===== config.mk =====
export PLATFORM = sky130hd
export DESIGN_NAME = result_demux4_flat
export DESIGN_NICKNAME = d
export VERILOG_FILES = /design/src/rtl/ec_route_pkg.sv /design/src/rtl/result_demux4_if.sv /design/src/rtl/result_fifo.sv /design/src/rtl/result_demux4.sv /design/src/flat_wrapper.sv
export SDC_FILE = /design/constraint.sdc
export NUM_CORES = 1
export LEC_CHECK = 0
export CORE_UTILIZATION = 38
export CTS_CLUSTER_DIAMETER = 200
export DETAILED_ROUTE_END_ITERATION = 8
export PLACE_DENSITY = 0.66
export RECOVER_POWER = 50
export SYNTH_ARGS = -nofsm -noshare
export SYNTH_HDL_FRONTEND = slang
export SYNTH_SLANG_ARGS = --single-unit

===== constraint.sdc =====
create_clock -name clk -period 15.43 [get_ports clk]
set_input_delay 3.086 -clock clk [delete_from_list [all_inputs] [get_ports clk]]
set_output_delay 3.086 -clock clk [all_outputs]
set_load 0.1 [all_outputs]

===== src/rtl/ec_route_pkg.sv =====
// rtl/ec_route_pkg.sv - shared constants, types and helpers for result routing
//   DATA_W      : result width in bits
//   NUM_DEST    : number of write-back destinations
//   SEL_W       : destination index width
//   dest_mask_t : one bit per destination
//   sel_to_mask : index/broadcast request -> destination mask
package ec_route_pkg;

    localparam int DATA_W   = 256;
    localparam int NUM_DEST = 4;
    localparam int SEL_W    = 2;

    typedef logic [NUM_DEST-1:0] dest_mask_t;

    // Broadcast targets every destination; otherwise a one-hot of the index.
    function automatic dest_mask_t sel_to_mask(input logic [SEL_W-1:0] sel, input logic bcast);
        dest_mask_t m;
        if (bcast) begin
            m = '1;
        end else begin
            m = dest_mask_t'(1) << sel;
        end
        return m;
    endfunction

endpackage


===== src/rtl/result_demux4_if.sv =====
// rtl/result_demux4_if.sv - producer and destination handshake bundle for result_demux4
//   in_valid/in_ready/in_data/in_select/in_bcast : producer side
//   out_valid/out_ready (per destination), out_data (shared) : destination side
//   occupancy : entries currently buffered
//   slave  modport : the distributor
//   master modport : the environment driving it
interface result_demux4_if #(
    parameter int DATA_W = ec_route_pkg::DATA_W,
    parameter int DEPTH  = 2
);
    localparam int OCC_W = $clog2(DEPTH + 1);

    logic                            in_valid;
    logic                            in_ready;
    logic [DATA_W-1:0]               in_data;
    logic [ec_route_pkg::SEL_W-1:0]  in_select;
    logic                            in_bcast;
    ec_route_pkg::dest_mask_t        out_valid;
    ec_route_pkg::dest_mask_t        out_ready;
    logic [DATA_W-1:0]               out_data;
    logic [OCC_W-1:0]                occupancy;

    modport slave (
        input  in_valid, in_data, in_select, in_bcast, out_ready,
        output in_ready, out_valid, out_data, occupancy
    );

    modport master (
        output in_valid, in_data, in_select, in_bcast, out_ready,
        input  in_ready, out_valid, out_data, occupancy
    );

endinterface


===== src/rtl/result_fifo.sv =====
// rtl/result_fifo.sv - DEPTH-entry FIFO of {data, destination mask}
//   clk, reset_n            : clock, async active-low reset
//   push, push_data/mask    : write an entry (caller guarantees !full)
//   pop                     : retire the head (caller guarantees !empty)
//   head_data, head_mask    : entry at the read pointer
//   occupancy, full, empty  : fill state derived from the entry counter
module result_fifo #(
    parameter int DATA_W = 256,
    parameter int DEPTH  = 2,
    parameter int OCC_W  = $clog2(DEPTH + 1)
) (
    input  logic                     clk,
    input  logic                     reset_n,
    input  logic                     push,
    input  logic [DATA_W-1:0]        push_data,
    input  ec_route_pkg::dest_mask_t push_mask,
    input  logic                     pop,
    output logic [DATA_W-1:0]        head_data,
    output ec_route_pkg::dest_mask_t head_mask,
    output logic [OCC_W-1:0]         occupancy,
    output logic                     full,
    output logic                     empty
);

    localparam int PTR_W = $clog2(DEPTH);

    logic [DATA_W-1:0]        mem_data [DEPTH];
    ec_route_pkg::dest_mask_t mem_mask [DEPTH];
    logic [PTR_W-1:0]         wr_ptr;
    logic [PTR_W-1:0]         rd_ptr;
    logic [OCC_W-1:0]         count;

    assign full      = (count == OCC_W'(DEPTH));
    assign empty     = (count == '0);
    assign occupancy = count;
    assign head_data = mem_data[rd_ptr];
    assign head_mask = mem_mask[rd_ptr];

    // Storage carries no reset: contents are only observed while count != 0.
    always_ff @(posedge clk) begin
        if (push) begin
            mem_data[wr_ptr] <= push_data;
            mem_mask[wr_ptr] <= push_mask;
        end
    end

    // DEPTH is a power of two, so pointers wrap by natural overflow.
    always_ff @(posedge clk or negedge reset_n) begin
        if (!reset_n) begin
            wr_ptr <= '0;
            rd_ptr <= '0;
            count  <= '0;
        end else begin
            if (push) begin
                wr_ptr <= wr_ptr + PTR_W'(1);
            end
            if (pop) begin
                rd_ptr <= rd_ptr + PTR_W'(1);
            end
            if (push && !pop) begin
                count <= count + OCC_W'(1);
            end else if (pop && !push) begin
                count <= count - OCC_W'(1);
            end
        end
    end

endmodule


===== src/rtl/result_demux4.sv =====
// rtl/result_demux4.sv - buffered unicast/broadcast write-back distributor
//   clk     : single clock, rising edge
//   reset_n : asynchronous active-low reset
//   bus     : result_demux4_if.slave (producer push, per-destination
//             valid/ready, shared out_data, occupancy)
module result_demux4
    import ec_route_pkg::dest_mask_t;
    import ec_route_pkg::sel_to_mask;
#(
    parameter int DATA_W = 256,
    parameter int DEPTH  = 2
) (
    input  logic            clk,
    input  logic            reset_n,
    result_demux4_if.slave  bus
);

    localparam int OCC_W = $clog2(DEPTH + 1);

    logic [DATA_W-1:0] head_data;
    dest_mask_t        head_mask;
    dest_mask_t        ack_done;
    dest_mask_t        accepted;
    logic [OCC_W-1:0]  occupancy;
    logic              full;
    logic              empty;
    logic              push;
    logic              pop;

    assign push = bus.in_valid && !full;

    // Destinations that already took the head are masked off so a broadcast
    // entry is delivered exactly once to each.
    assign bus.out_valid = empty ? '0 : (head_mask & ~ack_done);
    assign bus.out_data  = empty ? '0 : head_data;
    assign accepted      = bus.out_valid & bus.out_ready;

    // ack_done only ever holds bits of head_mask, so equality means every
    // targeted destination has now taken the entry.
    assign pop = !empty && ((ack_done | accepted) == head_mask);

    assign bus.in_ready  = !full;
    assign bus.occupancy = occupancy;

    result_fifo #(
        .DATA_W (DATA_W),
        .DEPTH  (DEPTH),
        .OCC_W  (OCC_W)
    ) u_fifo (
        .clk       (clk),
        .reset_n   (reset_n),
        .push      (push),
        .push_data (bus.in_data),
        .push_mask (sel_to_mask(bus.in_select, bus.in_bcast)),
        .pop       (pop),
        .head_data (head_data),
        .head_mask (head_mask),
        .occupancy (occupancy),
        .full      (full),
        .empty     (empty)
    );

    always_ff @(posedge clk or negedge reset_n) begin
        if (!reset_n) begin
            ack_done <= '0;
        end else if (pop) begin
            ack_done <= '0;
        end else begin
            ack_done <= ack_done | accepted;
        end
    end

endmodule


===== src/flat_wrapper.sv =====
// flat-port wrapper written by rule: the top's interface ports become plain ports
module result_demux4_flat import ec_route_pkg::dest_mask_t; import ec_route_pkg::sel_to_mask;
#(
    parameter int DATA_W = 256,
    parameter int DEPTH  = 2
)
  (clk, reset_n, bus_in_valid, bus_in_data, bus_in_select, bus_in_bcast, bus_out_ready, bus_in_ready, bus_out_valid, bus_out_data, bus_occupancy);
  result_demux4_if #(.DATA_W(DATA_W), .DEPTH(DEPTH)) bus_i ();
  input  logic clk;
  input  logic reset_n;
  input wire logic [$bits(bus_i.in_valid)-1:0] bus_in_valid;
  input wire logic [$bits(bus_i.in_data)-1:0] bus_in_data;
  input wire logic [$bits(bus_i.in_select)-1:0] bus_in_select;
  input wire logic [$bits(bus_i.in_bcast)-1:0] bus_in_bcast;
  input wire logic [$bits(bus_i.out_ready)-1:0] bus_out_ready;
  output wire logic [$bits(bus_i.in_ready)-1:0] bus_in_ready;
  output wire logic [$bits(bus_i.out_valid)-1:0] bus_out_valid;
  output wire logic [$bits(bus_i.out_data)-1:0] bus_out_data;
  output wire logic [$bits(bus_i.occupancy)-1:0] bus_occupancy;
  assign bus_i.in_valid = bus_in_valid;
  assign bus_i.in_data = bus_in_data;
  assign bus_i.in_select = bus_in_select;
  assign bus_i.in_bcast = bus_in_bcast;
  assign bus_i.out_ready = bus_out_ready;
  assign bus_in_ready = bus_i.in_ready;
  assign bus_out_valid = bus_i.out_valid;
  assign bus_out_data = bus_i.out_data;
  assign bus_occupancy = bus_i.occupancy;
  result_demux4 #(.DATA_W(DATA_W), .DEPTH(DEPTH)) u_core (.clk(clk), .reset_n(reset_n), .bus(bus_i));
endmodule

==> flow_summary.toml <==
[drt]
wirelength_um = 47400
dr.first_iter.drc_count = 581
avgRoutedWirePerCell_um = 19.59
firstDrtPassIters = 5
vias_per_cell = 4.732
drtAntennaViolNets = 0
dr_total_vias = 11450
drc = 0

[sta]
setup_tns_ns = 0
worst_pin_slew_ns = 3.060
whs_ns = 0.5013
final_hold_viol_count = 0
period_share = 0.5037
maxSlewViolCount = 108
max-slew-margin-rel = -1.040
rsz0062_at_grt = "no"
fin_skew_ns = 0.01587
fmax_mhz = 128.7
fin_crit_ns = 7.772
setup-violations-final = 0

[synth]
syn-num-nets = 1412
synth_top_flop_cell = "edfxtp_1"
synthArstFlopShare = 0.01515
synth_edf_count = 520
ys_warn_count = 0
netlist_instances = 1145
synth-seq-cells = 528
ys_types = 25
yosysTopAreaCellShare = 0.7841
ys_top_cells_by_count = "edfxtp_1 (520), nor2_1 (264), mux2i_1 (259), clkbuf_1 (30), buf_2 (26)"
synth_compound_area_frac = 0.004649
yosys.cell_count.top_type = "edfxtp_1"
seq_area_frac_synth = 0.7942
synth_simple_gate_area_share = 0.05378
synth_top_family_by_area = "multiplexers"
synth_area_leader_cell = "edfxtp_1"
syn_area_per_cell_um2 = 17.39
synth_area_leaders = "edfxtp_1 (78%), mux2i_1 (13%), nor2_1 (5.0%)"
synthXorXnorAreaFrac = 0.002199
synth_mux_area_frac = 0.1309
syn_area_mm2 = 0.01991
synth_adder_area_share = 0.0006283

[cts]
cts_tree = "built"
cts_buffers = 53
cts_buffer_depth = 3
holdBufCountCts = 0
worstSkewPairLatency_ns = 0.58
htreeDepth = 2
cts_sinks = 528
clk_pin_slew_worst_paths_ns = 0.06
clockRootBuffer = "clkbuf_16"
cts_setup_buffers = 0
ctsResizeCount = 0

[worst_setup_path]
r2r.worst_path.cells = 4
crit_fanout = 49
cp.required_ns = 12.34
crit_arrival_ns = 4.69
cp-start-kind = "register"
r2r-start = "u_core.u_fifo.occupancy[0]"
crit_path_end_kind = "output pin"
rrSetupSlack_ns = 10.24
r2r_end = "u_core.u_fifo.mem_data[1][124]"
path_class = "reg -> out"

[hold_path]
hp-class = "reg -> reg"
hp-start = "u_core.u_fifo.wr_ptr"
min_to = "u_core.u_fifo.wr_ptr"
whs_path_depth = 1

[floorplanning]
die_w_um = 230.9
pin_count = 529
core_mm2 = 0.05151
num_rows = 83
fp.dieH_um = 230.9
dieArea_mm2 = 0.05332
start_util = 0.3866

[run_status]
status = "complete, but fails checks"
violations = "max-capacitance violations, max-slew violations"

[global_route]
grt_overflow = 0
antenna_found_initial = 22
grt_pass1_vias = 11760
grt_util_all_layers = 0.1710
grt_max_degree = 172
grt_pass1_wl_um = 69260

[placement]
port-buffer-count = 528
hpwl_um = 31130
dp.cells = 2308
place.gp.congestion = 0.8339

[layout]
stdcell_count = 2420
nFillCells = 4227
multiInputGateArea_mm2 = 0.003819
nets = 1950
final_util = 0.5357
areaGrowthSynthToFinish_pct = 38.57
final_layout_size_suffix_gt1_frac = 0.05217
seqCellArea_mm2 = 0.01582

[job]
maxCapViolations = 2
## cell families (layout without fill, tap and decap cells)
family          count (synthesis)  count (layout)
fa+ha+maj                       1               1
xor+xnor                        5               5
buf+inv                        62             642
other cells                     0              15
flops                         528             528
mux                           260             260
compound gates                 13              13
simple gates                  276             276
## routing by layer
metal | wire length (um) | GRT usage | share of wire | vias up
met2 | 24650 | 0.2986 | 0.52 | 379
li1 | - | - | - | 5365
met4 | 1607 | 0.07471 | 0.034 | 10
met3 | 3317 | 0.05015 | 0.070 | 103
met5 | 67 | 0 | 0.0014 | -
met1 | 17760 | 0.1934 | 0.37 | 5594
## critical path, cell delays in order (launching register included)
cell             delay [ns]
dfrtp_4                0.97
buf_4                  0.76
buf_4                  0.77
mux2i_1                0.20
nor2_1                 0.13
clkdlybuf4s50_1        1.15
## sequential cells by signal, summed over array words and instances (netlist names)
register and flops:
u_core.u_fifo.mem_data 512, u_core.u_fifo.wr_ptr 1, u_core.u_fifo.occupancy 2, u_core.u_fifo.mem_mask 8
u_core.ack_done 4, u_core.u_fifo.rd_ptr 1
## area by class of cell
class	count	share of cell area
Clock inverter	30	0.009930
Tap cell	680	0.03083
Multi-Input combinational cell	555	0.1384
Inverter	5	0.0006801
Sequential cell	528	0.5733
Clock buffer	67	0.04997
Antenna cell	15	0.001360
Timing Repair Buffer	540	0.1956
## worst max-delay path by stage
stage	from	to	slack, ns	cells after the start
after floorplan	bus_in_valid	u_core.u_fifo.mem_data[0][0]	0.53	2
after global placement	u_core.u_fifo.rd_ptr	bus_out_data[145]	8.33	5
after detailed placement	u_core.u_fifo.rd_ptr	bus_out_data[145]	8.25	5
after CTS	u_core.u_fifo.rd_ptr	bus_out_data[145]	7.59	5
after global routing	bus_in_valid	u_core.u_fifo.mem_data[1][80]	7.40	4
final	u_core.u_fifo.rd_ptr	bus_out_data[145]	7.66	5
## cells in the final DEF, fill, tap and decap left out, types with 2 or more instances in the layout
| cell type | n |
|---|---|
| clkinv_2 | 12 |
| a211oi_1 | 2 |
| a21o_1 | 2 |
| buf_12 | 2 |
| xnor2_1 | 2 |
| dlygate4sd3_1 | 260 |
| clkinvlp_4 | 4 |
| o21bai_1 | 2 |
| nand2_1 | 2 |
| a31oi_1 | 2 |
| a21oi_1 | 3 |
| clkbuf_16 | 53 |
| clkinv_1 | 9 |
| bufinv_16 | 5 |
| nor3_1 | 6 |
| inv_1 | 5 |
| buf_4 | 9 |
| clkdlybuf4s50_1 | 268 |
| xor2_1 | 3 |
| diode_2 | 15 |
| mux2i_1 | 259 |
| clkbuf_1 | 15 |
| nor2_1 | 263 |
| dfrtp_1 | 7 |
| edfxtp_1 | 520 |
## metrics by stage
step                area, um2  setup slack [ns]
CTS                     27590             7.594
detailed placement      25930             8.251
floorplan               19910            0.5336
finish                  27590             7.658
global placement        25930             8.329
global route            27580             7.403
Power is not shown: default switching activity piles up to over one toggle a cycle in this logic, so the estimate is an artifact.
